[src/rtl/pipe_pkg.sv]
// Shared pipeline definitions for the MEM/WB slice: widths, writeback-source
// encodings, the data-memory FSM state type and the writeback result mux.
package pipe_pkg;

   localparam int unsigned REG_W   = 32;
   localparam int unsigned RADDR_W = 5;

   // Writeback-source select encodings
   localparam logic LW_MEM_SRC = 1'b1;
   localparam logic MV_OP_SRC  = 1'b1;

   typedef enum logic [0:0] {
      StIdle,
      StWait
   } mem_state_e;

   typedef struct packed {
      logic               wen;
      logic [RADDR_W-1:0] waddr;
      logic [REG_W-1:0]   data;
   } wb_entry_t;

   // mov operand overrides load data, which overrides the ALU result
   function automatic logic [REG_W-1:0] wb_mux(input logic             movsrc,
                                              input logic             lwsrc,
                                              input logic [REG_W-1:0] write_o,
                                              input logic [REG_W-1:0] rdata,
                                              input logic [REG_W-1:0] alu);
      if (movsrc == MV_OP_SRC) return write_o;
      if (lwsrc == LW_MEM_SRC) return rdata;
      return alu;
   endfunction

endpackage

[src/rtl/mem_wb_stage_if.sv]
// Data-memory req/ack bus between the MEM stage (master) and data memory (slave).
interface mem_wb_stage_if;
   import pipe_pkg::*;

   logic             dm_req;
   logic             dm_we;
   logic [REG_W-1:0] dm_addr;
   logic [REG_W-1:0] dm_wdata;
   logic             dm_ack;
   logic [REG_W-1:0] dm_rdata;

   modport master (
      output dm_req,
      output dm_we,
      output dm_addr,
      output dm_wdata,
      input  dm_ack,
      input  dm_rdata
   );

   modport slave (
      input  dm_req,
      input  dm_we,
      input  dm_addr,
      input  dm_wdata,
      output dm_ack,
      output dm_rdata
   );

endinterface

[src/rtl/mem_dm_ctrl.sv]
// Data-memory access controller: IDLE/WAIT FSM, optional wait timeout and
// generation of dm_req/dm_we/mem_stall.
// Optional feature: define MEM_TIMEOUT_EN to abort accesses after TIMEOUT_CYCLES
// unacknowledged WAIT cycles and pulse mem_bus_err.
module mem_dm_ctrl
   import pipe_pkg::*;
#(
   parameter int unsigned TIMEOUT_CYCLES = 16
) (
   input  logic clk,
   input  logic rst,
   input  logic mem_DM_read,
   input  logic mem_DM_write,
   input  logic dm_ack,
   output logic dm_req,
   output logic dm_we,
   output logic mem_stall,
   output logic abort,
   output logic mem_bus_err
);

   if (TIMEOUT_CYCLES < 1 || TIMEOUT_CYCLES > 255) begin : g_cfg_check
      $error("mem_dm_ctrl: TIMEOUT_CYCLES must be in 1..255");
   end

   mem_state_e state_q, state_d;
   logic       op;
   logic       timeout_hit;

   assign op = mem_DM_read | mem_DM_write;

`ifdef MEM_TIMEOUT_EN
   logic [7:0] wait_cnt_q, wait_cnt_d;
   logic       bus_err_q;

   // Fires on the TIMEOUT_CYCLES-th WAIT cycle still lacking an ack
   assign timeout_hit = (state_q == StWait) && (wait_cnt_q == 8'(TIMEOUT_CYCLES - 1));
   assign mem_bus_err = bus_err_q;

   // Count unacknowledged WAIT cycles; cleared on completion, abort or leaving WAIT
   always_comb begin
      wait_cnt_d = '0;
      if (state_q == StWait && !dm_ack && !timeout_hit) begin
         wait_cnt_d = wait_cnt_q + 8'd1;
      end
   end

   // Timeout counter and one-cycle bus error pulse following an abort
   always_ff @(posedge clk) begin
      if (!rst) begin
         wait_cnt_q <= '0;
         bus_err_q  <= 1'b0;
      end else begin
         wait_cnt_q <= wait_cnt_d;
         bus_err_q  <= abort;
      end
   end
`else
   assign timeout_hit = 1'b0;
   assign mem_bus_err = 1'b0;
`endif

   // Next state and handshake outputs; everything held low while in reset
   always_comb begin
      state_d   = state_q;
      dm_req    = 1'b0;
      dm_we     = 1'b0;
      mem_stall = 1'b0;
      abort     = 1'b0;
      if (rst) begin
         unique case (state_q)
            StIdle: begin
               if (op) begin
                  dm_req = 1'b1;
                  dm_we  = mem_DM_write;
                  if (!dm_ack) begin
                     mem_stall = 1'b1;
                     state_d   = StWait;
                  end
               end
            end
            StWait: begin
               if (dm_ack) begin
                  dm_req  = 1'b1;
                  dm_we   = mem_DM_write;
                  state_d = StIdle;
               end else if (timeout_hit) begin
                  abort   = 1'b1;
                  state_d = StIdle;
               end else begin
                  dm_req    = 1'b1;
                  dm_we     = mem_DM_write;
                  mem_stall = 1'b1;
               end
            end
            default: state_d = StIdle;
         endcase
      end
   end

   // FSM state register
   always_ff @(posedge clk) begin
      if (!rst) state_q <= StIdle;
      else      state_q <= state_d;
   end

endmodule

[src/rtl/mem_wb_stage.sv]
// MEM stage plus MEM/WB register: drives the data-memory bus, selects the
// writeback result and registers it, inserting bubbles while an access waits.
// Optional feature: MEM_TIMEOUT_EN (see mem_dm_ctrl) enables access timeout.
module mem_wb_stage
   import pipe_pkg::*;
#(
   parameter int unsigned TIMEOUT_CYCLES = 16
) (
   input  logic               clk,
   input  logic               rst,
   input  logic [REG_W-1:0]   mem_sw_o,
   input  logic [REG_W-1:0]   mem_write_o,
   input  logic [REG_W-1:0]   mem_alu_result,
   input  logic               mem_lwsrc,
   input  logic               mem_movsrc,
   input  logic               mem_DM_read,
   input  logic               mem_DM_write,
   input  logic               mem_wen,
   input  logic [RADDR_W-1:0] mem_waddr,
   mem_wb_stage_if.master     dm,
   output logic               mem_stall,
   output logic               mem_bus_err,
   output logic               wb_wen,
   output logic [RADDR_W-1:0] wb_waddr,
   output logic [REG_W-1:0]   wb_data
);

   logic             abort;
   logic [REG_W-1:0] result;
   wb_entry_t        wb_q, wb_d;

   mem_dm_ctrl #(
      .TIMEOUT_CYCLES (TIMEOUT_CYCLES)
   ) u_dm_ctrl (
      .clk          (clk),
      .rst          (rst),
      .mem_DM_read  (mem_DM_read),
      .mem_DM_write (mem_DM_write),
      .dm_ack       (dm.dm_ack),
      .dm_req       (dm.dm_req),
      .dm_we        (dm.dm_we),
      .mem_stall    (mem_stall),
      .abort        (abort),
      .mem_bus_err  (mem_bus_err)
   );

   // Address and data come straight from EXE/MEM; upstream stall keeps them stable
   assign dm.dm_addr  = mem_alu_result;
   assign dm.dm_wdata = mem_sw_o;

   assign result = wb_mux(mem_movsrc, mem_lwsrc, mem_write_o, dm.dm_rdata, mem_alu_result);

   // Load the instruction only in its completing cycle; otherwise insert a bubble
   always_comb begin
      wb_d = '0;
      if (!mem_stall && !abort) begin
         wb_d = '{wen: mem_wen, waddr: mem_waddr, data: result};
      end
   end

   // MEM/WB pipeline register
   always_ff @(posedge clk) begin
      if (!rst) wb_q <= '0;
      else      wb_q <= wb_d;
   end

   assign wb_wen   = wb_q.wen;
   assign wb_waddr = wb_q.waddr;
   assign wb_data  = wb_q.data;

endmodule

[src/flat_wrapper.sv]
// flat-port wrapper written by rule: the top's interface ports become plain ports
module mem_wb_stage_flat import pipe_pkg::*;
#(
   parameter int unsigned TIMEOUT_CYCLES = 16
)
  (clk, rst, mem_sw_o, mem_write_o, mem_alu_result, mem_lwsrc, mem_movsrc, mem_DM_read, mem_DM_write, mem_wen, mem_waddr, mem_stall, mem_bus_err, wb_wen, wb_waddr, wb_data, dm_dm_req, dm_dm_we, dm_dm_addr, dm_dm_wdata, dm_dm_ack, dm_dm_rdata);
  mem_wb_stage_if dm_i ();
  input  logic clk;
  input  logic rst;
  input  logic [REG_W-1:0] mem_sw_o;
  input  logic [REG_W-1:0] mem_write_o;
  input  logic [REG_W-1:0] mem_alu_result;
  input  logic mem_lwsrc;
  input  logic mem_movsrc;
  input  logic mem_DM_read;
  input  logic mem_DM_write;
  input  logic mem_wen;
  input  logic [RADDR_W-1:0] mem_waddr;
  output logic mem_stall;
  output logic mem_bus_err;
  output logic wb_wen;
  output logic [RADDR_W-1:0] wb_waddr;
  output logic [REG_W-1:0] wb_data;
  output wire logic [$bits(dm_i.dm_req)-1:0] dm_dm_req;
  output wire logic [$bits(dm_i.dm_we)-1:0] dm_dm_we;
  output wire logic [$bits(dm_i.dm_addr)-1:0] dm_dm_addr;
  output wire logic [$bits(dm_i.dm_wdata)-1:0] dm_dm_wdata;
  input wire logic [$bits(dm_i.dm_ack)-1:0] dm_dm_ack;
  input wire logic [$bits(dm_i.dm_rdata)-1:0] dm_dm_rdata;
  assign dm_dm_req = dm_i.dm_req;
  assign dm_dm_we = dm_i.dm_we;
  assign dm_dm_addr = dm_i.dm_addr;
  assign dm_dm_wdata = dm_i.dm_wdata;
  assign dm_i.dm_ack = dm_dm_ack;
  assign dm_i.dm_rdata = dm_dm_rdata;
  mem_wb_stage #(.TIMEOUT_CYCLES(TIMEOUT_CYCLES)) u_core (.clk(clk), .rst(rst), .mem_sw_o(mem_sw_o), .mem_write_o(mem_write_o), .mem_alu_result(mem_alu_result), .mem_lwsrc(mem_lwsrc), .mem_movsrc(mem_movsrc), .mem_DM_read(mem_DM_read), .mem_DM_write(mem_DM_write), .mem_wen(mem_wen), .mem_waddr(mem_waddr), .dm(dm_i), .mem_stall(mem_stall), .mem_bus_err(mem_bus_err), .wb_wen(wb_wen), .wb_waddr(wb_waddr), .wb_data(wb_data));
endmodule
[config.mk]
export PLATFORM = sky130hd
export DESIGN_NAME = mem_wb_stage_flat
export DESIGN_NICKNAME = d
export VERILOG_FILES = /design/src/rtl/pipe_pkg.sv /design/src/rtl/mem_wb_stage_if.sv /design/src/rtl/mem_dm_ctrl.sv /design/src/rtl/mem_wb_stage.sv /design/src/flat_wrapper.sv
export SDC_FILE = /design/constraint.sdc
export NUM_CORES = 1
export LEC_CHECK = 0
export BUFFER_PORTS_ARGS = -buffer_cell sky130_fd_sc_hd__buf_2
export CAP_MARGIN = 20
export CORE_AREA = 3 3 96 98
export DETAILED_ROUTE_END_ITERATION = 8
export DIE_AREA = 0 0 99 101
export PLACE_DENSITY_LB_ADDON = 0.12
export RECOVER_POWER = 25
export SLEW_MARGIN = 20
export SYNTH_ARGS = -nofsm -noshare
export SYNTH_HDL_FRONTEND = slang
export SYNTH_HIERARCHICAL = 1
export SYNTH_SLANG_ARGS = --single-unit
[constraint.sdc]
create_clock -name clk -period 1.6 [get_ports clk]
set_input_delay 0.08 -clock clk [delete_from_list [all_inputs] [get_ports clk]]
set_output_delay 0.08 -clock clk [all_outputs]
set_load 0.1 [all_outputs]
## Word level (Yosys, flattened, before mapping)

Cells that the tools add are included.

| word-level totals | value |
|---|---|
| register bits | 39 |
| input port bits | 141 |

| operators by class | value |
|---|---|
| multiplexer cells | 17 |
| reduce and logical (&&, ||, !) cells | 1 |
| bitwise logic cells | 3 |

Operators with widths:

| kind | number |
|---|---|
| $mux W32 | 4 |
| $mux W1 | 10 |
| $pmux W1 S2 | 3 |
| $not A1 Y1 | 2 |
| $reduce_or A2 Y1 | 1 |
| $or A1 B1 Y1 | 1 |

## Depth between registers and ports, before layout

Gate-level depths: netlist of the first run.

| depth | value |
|---|---|
| depth in word-level cells | 5 |
| depth in mapped cells | 6 |
| gate-level depth less buffers | 4 |

## Cells and area by module

The synthesis of the first run kept the hierarchy.

Modules (own cells, without submodules):

| module | cells an instance | area each (um2) | instances |
|---|---|---|---|
| mem_wb_stage | 221 | 2306.0 | 1 |
| mem_dm_ctrl | 8 | 73.8 | 1 |

## Least setup slack after synthesis of the first run

No wires, ideal clock.

| path | value |
|---|---|
| path type | register -> register |
| start | register u_core.u_dm_ctrl.state_q |
| end | register u_core.wb_q, in the netlist u_core/wb_data[0] |
| stages on the path, launching flop included | 7 |
| data arrival time | 2.194 ns |
| buffers on the path | 2 |
| data required time | 1.470 ns |
| slack | -0.724 ns |
| period minus slack after synthesis | 2.324 ns |
| cell sequence | dfxtp_1 nor3_2 nor3b_2 or3b_1 buf_6 buf_6 a211oi_2 |

| between the ends | value |
|---|---|
| cells in the longest elaborated chain, start to end | 4 |

Ends and longest elaborated chain:

| item | RTL line | source |
|---|---|---|
| from (decl) | mem_dm_ctrl.sv:26 | `mem_state_e state_q, state_d;` |
| from (signal assigned) | mem_dm_ctrl.sv:103 | `if (!rst) state_q <= StIdle;` |
| from (signal assigned) | mem_dm_ctrl.sv:104 | `else state_q <= state_d;` |
| $not A1 Y1 | - |  |
| $pmux W1 S2 (*) | mem_dm_ctrl.sv:71 | `unique case (state_q)` |
| $mux W1 (*) | mem_dm_ctrl.sv:70 | `if (rst) begin` |
| named net mem_stall | flat_wrapper.sv:19 | `output logic mem_stall;` |
| $reduce_or A2 Y1 (no line) (*) | - |  |
| to (signal assigned) | mem_wb_stage.sv:64 | `else wb_q <= wb_d;` |
| to (decl) | mem_wb_stage.sv:30 | `wb_entry_t wb_q, wb_d;` |

Mark *: on every way through the listed nets, which the timed path passes. The rest lies on a longest branch.
A chain may end at the register's enable or synchronous reset.

## Final worst setup path of the first run

| path | value |
|---|---|
| start | register u_core.u_dm_ctrl.state_q |
| end | output mem_stall |

| between the ends | value |
|---|---|
| cells in the longest elaborated chain, start to end | 3 |

Ends and longest elaborated chain:

| item | RTL line |
|---|---|
| $not A1 Y1 | - |
| $pmux W1 S2 (*) | mem_dm_ctrl.sv:71 |
| $mux W1 (*) | mem_dm_ctrl.sv:70 |
| to (decl) | flat_wrapper.sv:19 |

Every way passes the cells marked *; elsewhere a longest branch is shown, timed or not.

==> flow_summary.rst, run 1 <==
.. list-table::
   :header-rows: 1

   * - Metric
     - Value
   * - Number of rows in the core area
     - 34
   * - Largest area contributor in the synthesized netlist
     - dfxtp_1
   * - Gate count after technology mapping
     - ~230
   * - Count of clock tree sinks
     - 39
   * - Aggregate routed wire length
     - about 6.2 mm
   * - Level count of the clock H-tree
     - 2
   * - Warnings, synthesis
     - 6
   * - Core Util, Final
     - roughly 37%
   * - Nets
     - about 490
   * - Largest net degree at the start of global routing
     - 33
   * - Via total after detailed routing
     - between 1,500 and 2,000
   * - Clock buffer depth
     - 2
   * - Number of ports placed on the die boundary
     - 247
   * - Worst clock skew
     - between 0.005 and 0.006 ns
   * - Power Density
     - 1020 nW/um2
   * - Final setup violation count
     - 0
   * - Portion of the post-synthesis area used by sequential elements
     - roughly 33%
   * - Proportion of layout cells with a drive suffix above 1
     - 64.1%
   * - Post-Route Setup TNS
     - 0 ns
   * - Start point of the worst hold path
     - mem_write_o[28]
   * - Leading cell types by total area after synthesis
     - dfxtp_1 33%, buf_4 21%, a211oi_2 16%, mux2i_1 13%, nor2b_1 8.7%
   * - Clock Latency Late Sink
     - roughly 0.28 ns
   * - Max_slew headroom
     - a little under a quarter
   * - Most used DFF post-synth
     - dfxtp_1
   * - Port-buffer cells
     - ~180
   * - Met2 wire len
     - between 3 and 4 mm
   * - RSZ-0062 raised after global routing
     - no
   * - Ratio of final minimum period to clock period
     - between 90% and 100%
   * - Global-route wire length before repair
     - 9.09 mm
   * - Violation count after the first detailed-routing iteration
     - 17
   * - Count leader, synth
     - buf_4
   * - Overall die area
     - between 9000 and 10,000 um2
   * - DR top layer
     - met4
   * - Critical-path maximum fanout
     - 3
   * - Leakage
     - about 1.6 nW
   * - Met3 routed WL
     - 611 um
   * - Crit path required time
     - approximately 1.5 ns
   * - Type of the worst setup path
     - reg -> out
   * - Die outline width
     - between 90 and 100 um
   * - Root Buffer Master
     - clkbuf_8
   * - Number of buffers created by CTS
     - 5
   * - Core Box Area
     - 8550 um2
   * - Remaining antenna violation count after routing
     - 0
   * - Peak supply drop
     - ~0.32 mV
   * - Buffers inserted during post-CTS setup optimization
     - 0
   * - Via count of the first global-routing pass
     - 1,799
   * - Max-cap violations
     - 0
   * - Async set or reset register ratio after synthesis
     - 0%
   * - Top achievable clock speed
     - approximately 0.66 GHz
   * - Post-detailed-placement half-perimeter wirelength
     - slightly below 5 mm
   * - Outcome
     - complete, no violations
   * - Routed length on met1
     - between 2 and 2.5 mm
   * - Number of detailed-route iterations in the first pass
     - 3
   * - Antenna diode count
     - 0
   * - Post-Synthesis Mean Instance Area
     - ~10 um2
   * - Worst setup path startpoint
     - u_core/u_dm_ctrl/state_q$_DFF_P_
   * - Flop and latch count out of synthesis
     - 39
   * - CTS tree
     - built
   * - Class of the tightest hold or removal check
     - in -> reg
   * - Pins Over Slew Limit
     - 0
   * - Crit path arrival time
     - about 1.4 ns
   * - Routed wire per std cell
     - roughly 13 um
   * - Post-detailed-route DRC marker count
     - 0
   * - Critical path capture point type
     - output pin
   * - Post-synth EDFFs
     - 0
   * - Post-synth top area share
     - roughly a third
   * - Initial standard-cell utilization of the core
     - between 20% and 30%
   * - Worst slew pin tran
     - roughly 1.2 ns
   * - Reg clk slew, reported paths
     - approximately 0.080 ns
   * - Count of final hold-check violations
     - 0
   * - Most frequent cells after synthesis
     - 68 x buf_4, 39 x dfxtp_1, 33 x nor2b_1
   * - Global router's overall resource usage
     - between 10% and 20%
   * - P&R area growth vs syn
     - 31.5%
   * - Origin of the critical flop-to-flop path
     - u_core/u_dm_ctrl/state_q$_DFF_P_
   * - Die height
     - just over 100 um
   * - Critical path startpoint category
     - flop
   * - Post-Syn Area
     - ~2400 um2
   * - Vias per cell
     - ~4
   * - Antenna violations before repair
     - 0
   * - Min cycle time layout
     - about 1.5 ns
   * - Number of library cell types mapped by synthesis
     - 16
   * - Overflow left after global routing
     - 0
   * - Gp weighted congestion
     - 0.619
## state kept, by name, summed over array words and instances (netlist names)
name and cells:
u_core/wb_data 32, u_core/wb_waddr 5, u_core/u_dm_ctrl/state_q 1, u_core/wb_wen 1
## critical path: stages (launching register included)
cell and delay, ns:
dfxtp_2 0.34, nor3_4 0.04, nor3b_4 0.20, buf_4 0.14, buf_2 0.41
## what timing repair did
action | 4_1_cts | 5_1_grt
endpoints found under the setup margin | 6 | 9
gates resized for setup | 1 | 1
hold buffers | 6 | 0
pin swaps | 0 | 0
cloned | 0 | 0
endpoints found under the hold margin | 6 | 0
## per-layer routing
layer  vias up  track usage [%]
met5         -                0
met4         0             4.73
met3        16             3.67
met2       104             21.8
met1       806             12.0
li1        959                -
## layout by cell type (no fill, tap or decap), drive strengths merged
cell type and count:
dlygate4sd3 6, nor3b 2, dfxtp 39, conb 2, buf 186, mux2i 32, or3b 1, and2 7
bufinv 2, a211oi 32, nor2b 33, clkbuf 10, clkinv 1, nor3 1
## path summary, 6_finish.rpt
kind / to / slack, ns / cells past startpoint
worst max-delay path: mem_stall / 0.09 / 4
worst min-delay path: u_core/wb_data[28]$_SDFF_PN0_ / 0.08 / 3
worst max register to register: u_core/wb_data[22]$_SDFF_PN0_ / 0.18 / 5
worst min register to register: u_core/u_dm_ctrl/state_q$_DFF_P_ / 0.72 / 3
## area by class of cell
class                      instances  area [um2]
clock buffer                       6        72.6
clock inverter                     2        60.1
sequential                        39         782
inverter                           1        3.75
tap                              108         135
fill                             913        5420
multi-input combinational        110        1020
timing repair buffer             196        1050
## per-stage QoR
step / area [um2] / std cells / hold slack [ns] / setup WS (ns) / power [W]
after floorplan: 2400 / 230 / 0.202 / -0.296 / 0.00241
after global placement: 2930 / 448 / 0.161 / 0.0472 / 0.00224
after detailed placement: 2930 / 448 / 0.161 / 0.0216 / 0.00224
after CTS: 3130 / 462 / 0.0694 / 0.0332 / 0.00324
after global routing: 3130 / 462 / 0.0912 / 0.0250 / 0.00333
final: 3130 / 462 / 0.0844 / 0.0880 / 0.00318
## power breakdown
| group | internal [W] | switching [W] |
|---|---|---|
| logic | 0.000277 | 0.000915 |
| clock network | 0.000624 | 0.000340 |
| registers | 0.00102 | 0.0000101 |
## kinds of logic (layout without fill, tap and decap cells)
group	Yosys count	in the layout	synth area share [%]
flip-flops	39	39	32.8
multiplexers	32	32	13.5
buffers and inverters	81	205	25.0
AO/OA/AOI/OAI	32	32	16.4
other	1	2	0.158
AND/OR/NAND/NOR	44	44	12.1
(Power assumes the default switching activity.)
==> run 2: changes to the inputs <==
ABC_AREA = 1   (was default)
CORE_AREA = 3 3 93 95   (was 3 3 96 98)
DIE_AREA = 0 0 96 98   (was 0 0 99 101)
==> run 2 against run 1 <==
Clock power down 31%. First-iteration DRC count increased to 2.5 times the previous value. Clock-buffer cell count stayed put. Sequential share of layout area is 1.4 points lower. Flip-flop and latch count did not move. Largest cell class unchanged. Largest power group unchanged. Highest routed layer unchanged.
==> flow_summary.rst, run 2 <==
.. list-table::
   :header-rows: 1

   * - Metric
     - Value
   * - Aggregate routed wire length
     - 7.34 mm (+18%)
   * - Max-cap violations
     - 0 (unchanged)
   * - Combinational cell fraction of total power
     - 42.2% (+4.7 points)
   * - Min cycle time layout
     - 1.25 ns (-0.258 ns)
   * - Overflow left after global routing
     - 0 (unchanged)
   * - Die outline width
     - 96 um (-3.0%)
   * - Net switching fraction of the power
     - 44.3% (+4.5 points)
   * - Gp weighted congestion
     - 0.746 (+20%)
   * - Largest net degree at the start of global routing
     - 65 (+97%)
   * - Count leader, synth
     - nor2_1
   * - Critical path capture point type
     - flop
   * - Via total after detailed routing
     - 2,678 (+42%)
   * - Crit-path cells
     - dlygate4sd3_1, buf_2, nor2_4, nor2_4, buf_4, nand2_1, nor2_1
   * - Part of the total power dissipated in the clock network
     - 22.7% (-7.6 points)
   * - Dpl cell area
     - 3160 um2 (+7.8%)
   * - Global router's overall resource usage
     - 14.9% (+3.3 points)
   * - Cell class contributing the biggest share of worst-path delay
     - buffers and inverters
   * - Critical path's largest stage delay
     - 0.54 ns (+0.13 ns)
   * - Portion of the post-synthesis area used by sequential elements
     - 29.2% (-3.6 points)
   * - Most frequent cells after synthesis
     - 103 x nor2_1, 99 x nand2_1, 73 x inv_1
   * - Post-Syn Area
     - 2670 um2 (+12%)
   * - Number of buffers created by CTS
     - 5 (unchanged)
   * - Number of detailed-route iterations in the first pass
     - 4 (+1)
   * - Final worst setup slack
     - 0.346 ns (+0.258 ns)
   * - Number of ports placed on the die boundary
     - 247 (unchanged)
   * - Number of fill cells
     - 899 (-1.5%)
   * - Peak supply drop
     - 0.356 mV (+11%)
   * - Reported net switching power
     - 0.00130 W (+2.5%)
   * - Violation count after the first detailed-routing iteration
     - 43 (+26)
   * - Clock buffer depth
     - 2 (unchanged)
   * - Overall die area
     - 9410 um2 (-5.9%)
   * - Resized Gates After CTS
     - 0 (-1)
   * - Count of clock tree sinks
     - 39 (unchanged)
   * - Post-Route Setup TNS
     - 0 ns (unchanged)
   * - Critical-path maximum fanout
     - 18 (+15)
   * - Leakage
     - 2.14 nW (+35%)
   * - Critical path startpoint category
     - input port
   * - Power Density
     - 884 nW/um2 (-13%)
   * - Count of final hold-check violations
     - 0 (unchanged)
   * - Leading cell types by total area after synthesis
     - dfxtp_1 29%, buf_4 20%, nor2_1 14%, nand2_1 14%, inv_1 10%
   * - Flop and latch count out of synthesis
     - 39 (unchanged)
   * - RSZ-0062 raised after global routing
     - no
   * - Routed wire per std cell
     - 11.2 um (-17%)
   * - Post-synth EDFFs
     - 0 (unchanged)
   * - Ratio of final minimum period to clock period
     - 78.4% (-16 points)
   * - Worst clock skew
     - 0.00471 ns (-0.000533 ns)
   * - Most common cell type on the critical path
     - nor2_4
   * - Post-detailed-route DRC marker count
     - 0 (unchanged)
   * - Most used DFF post-synth
     - dfxtp_1
   * - Crit path required time
     - 1.78 ns (+0.26 ns)
   * - Outcome
     - complete, no violations
   * - Warnings, synthesis
     - 6 (unchanged)
   * - Area of combinational cells with multiple inputs
     - 955 um2 (-6.6%)
   * - Die height
     - 98 um (-3.0%)
   * - Global-route wire length before repair
     - 11.2 mm (+23%)
   * - Port-buffer cells
     - 181 (unchanged)
   * - Vias per cell
     - 4.09 (+0.21%)
   * - Core Box Area
     - 7810 um2 (-8.7%)
   * - Cell at the slowest stage of the critical path
     - dlygate4sd3_1
   * - Crit path arrival time
     - 1.43 ns (about the same)
   * - Number of rows in the core area
     - 32 (-5.9%)
   * - Number of flip-flops under the largest register name
     - 32 (unchanged)
   * - Post-Synthesis Mean Instance Area
     - 6.10 um2 (-41%)
   * - Pins Over Slew Limit
     - 0 (unchanged)
   * - Initial standard-cell utilization of the core
     - 34.2% (+6.4 points)
   * - Type of the worst setup path
     - in -> reg
   * - Async set or reset register ratio after synthesis
     - 0% (unchanged)
   * - Internal power summed over all cells
     - 0.00163 W (-15%)
   * - Via count of the first global-routing pass
     - 2,556 (+42%)
   * - Class of the tightest hold or removal check
     - in -> reg
   * - Commonest cells after routing, fill and taps aside
     - 174 x buf_2, 103 x nor2_1, 99 x nand2_1, 73 x inv_1, 39 x dfxtp_1
   * - Most common library cell in the layout ignoring fill and taps
     - buf_2
   * - Top achievable clock speed
     - 0.797 GHz (+21%)
   * - Proportion of layout cells with a drive suffix above 1
     - 35.1% (-29 points)
   * - Clock Latency Late Sink
     - 0.28 ns (about the same)
   * - Remaining antenna violation count after routing
     - 0 (unchanged)
   * - Post-detailed-placement half-perimeter wirelength
     - 5.73 mm (+15%)
   * - Post-synth top area share
     - 29.2% (-3.6 points)
   * - Placement-stage worst setup slack
     - 0.366 ns (+0.344 ns)
   * - CTS tree
     - built
   * - Worst slew pin tran
     - 1.17 ns (-0.000771 ns)
   * - Nets
     - 694 (+40%)
   * - Relative contribution of sequential cells to total power
     - 35.1% (+2.8 points)
   * - Antenna violations before repair
     - 0 (unchanged)
   * - Reg clk slew, reported paths
     - 0.08 ns (about the same)
   * - Largest area contributor in the synthesized netlist
     - dfxtp_1
   * - Max_slew headroom
     - 22.6% (+0.051 points)
   * - Combined buffer and inverter count along the critical path
     - 3 (+1)
   * - Antenna diode count
     - 0 (unchanged)
   * - Final setup violation count
     - 0 (unchanged)
   * - Root Buffer Master
     - clkbuf_8
   * - Gate count after technology mapping
     - 438 (+91%)
   * - P&R area growth vs syn
     - 24.1%
   * - Level count of the clock H-tree
     - 2 (unchanged)
   * - Number of library cell types mapped by synthesis
     - 14 (-2)
   * - FF+latch area
     - 781 um2 (-0.16%)
   * - Non-Filler Cell Area, Final
     - 3310 um2 (+5.9%)
[run 2: repair_timing]
item / 4_1_cts / 5_1_grt
buffers inserted: 0 / 0
hold endpoints to repair: 7 / 0
hold buffers: 7 / 0
[run 2: cell type report]
cell class	count	area share (%)
timing repair buffer	194	32.8
inverter	74	8.38
multi-input combinational	239	28.8
sequential	39	23.6
tap	102	3.85
clock buffer	6	2.49
clock inverter	1	0.151
[run 2: final timing paths]
path	startpoint	to	slack, ns	cells after the start
max	dm_dm_ack	u_core/wb_wen$_SDFF_PN0_	0.35	7
min reg2reg	u_core/u_dm_ctrl/state_q$_DFF_P_	u_core/u_dm_ctrl/state_q$_DFF_P_	0.58	4
min	mem_write_o[7]	u_core/wb_data[7]$_SDFF_PN0_	0.1	5
max reg2reg	u_core/u_dm_ctrl/state_q$_DFF_P_	u_core/wb_wen$_SDFF_PN0_	0.36	8
[run 2: metrics by stage]
stage / util [%] / hold slack [ns] / power [W] / cells
6_report: 42.5 / 0.0992 / 0.00293 / 655
2_1_floorplan: - / 0.192 / 0.00245 / 439
4_1_cts: 42.5 / 0.0872 / 0.00299 / 655
3_5_place_dp: 40.5 / 0.161 / 0.00228 / 641
3_3_place_gp: 40.5 / 0.161 / 0.00228 / 641
5_1_grt: 42.5 / 0.0964 / 0.00309 / 655
[run 2: worst min-delay path, delay by kind of cell]
kind	cells	cell delay [ns]
and+or+nand+nor	3	0.13
buffers and inverters	2	0.13
[run 2: logic make-up after synthesis]
family                 after synthesis  share of synthesized area (%)
buffers and inverters              161                           35.4
DFF                                 39                           29.2
other                                1                          0.140
and+or+nand+nor                    237                           35.3
[run 2: power by group through the flow]
stage          logic [W]  registers [W]  clock network, W
2_1_floorplan    0.00107        0.00138                 0
3_3_place_gp     0.00123        0.00105                 0
3_5_place_dp     0.00123        0.00105                 0
4_1_cts          0.00125        0.00103          0.000714
5_1_grt          0.00132        0.00103          0.000743
6_report         0.00124        0.00103          0.000666
[run 2: metal layers]
| metal | routed length [um] | vias up | track usage (%) |
|---|---|---|---|
| li1 | - | 1414 | - |
| met1 | 2710 | 1129 | 14.7 |
| met2 | 3730 | 107 | 28.4 |
| met3 | 662 | 28 | 3.93 |
| met4 | 233 | 0 | 6.13 |
| met5 | 0 | - | 0 |
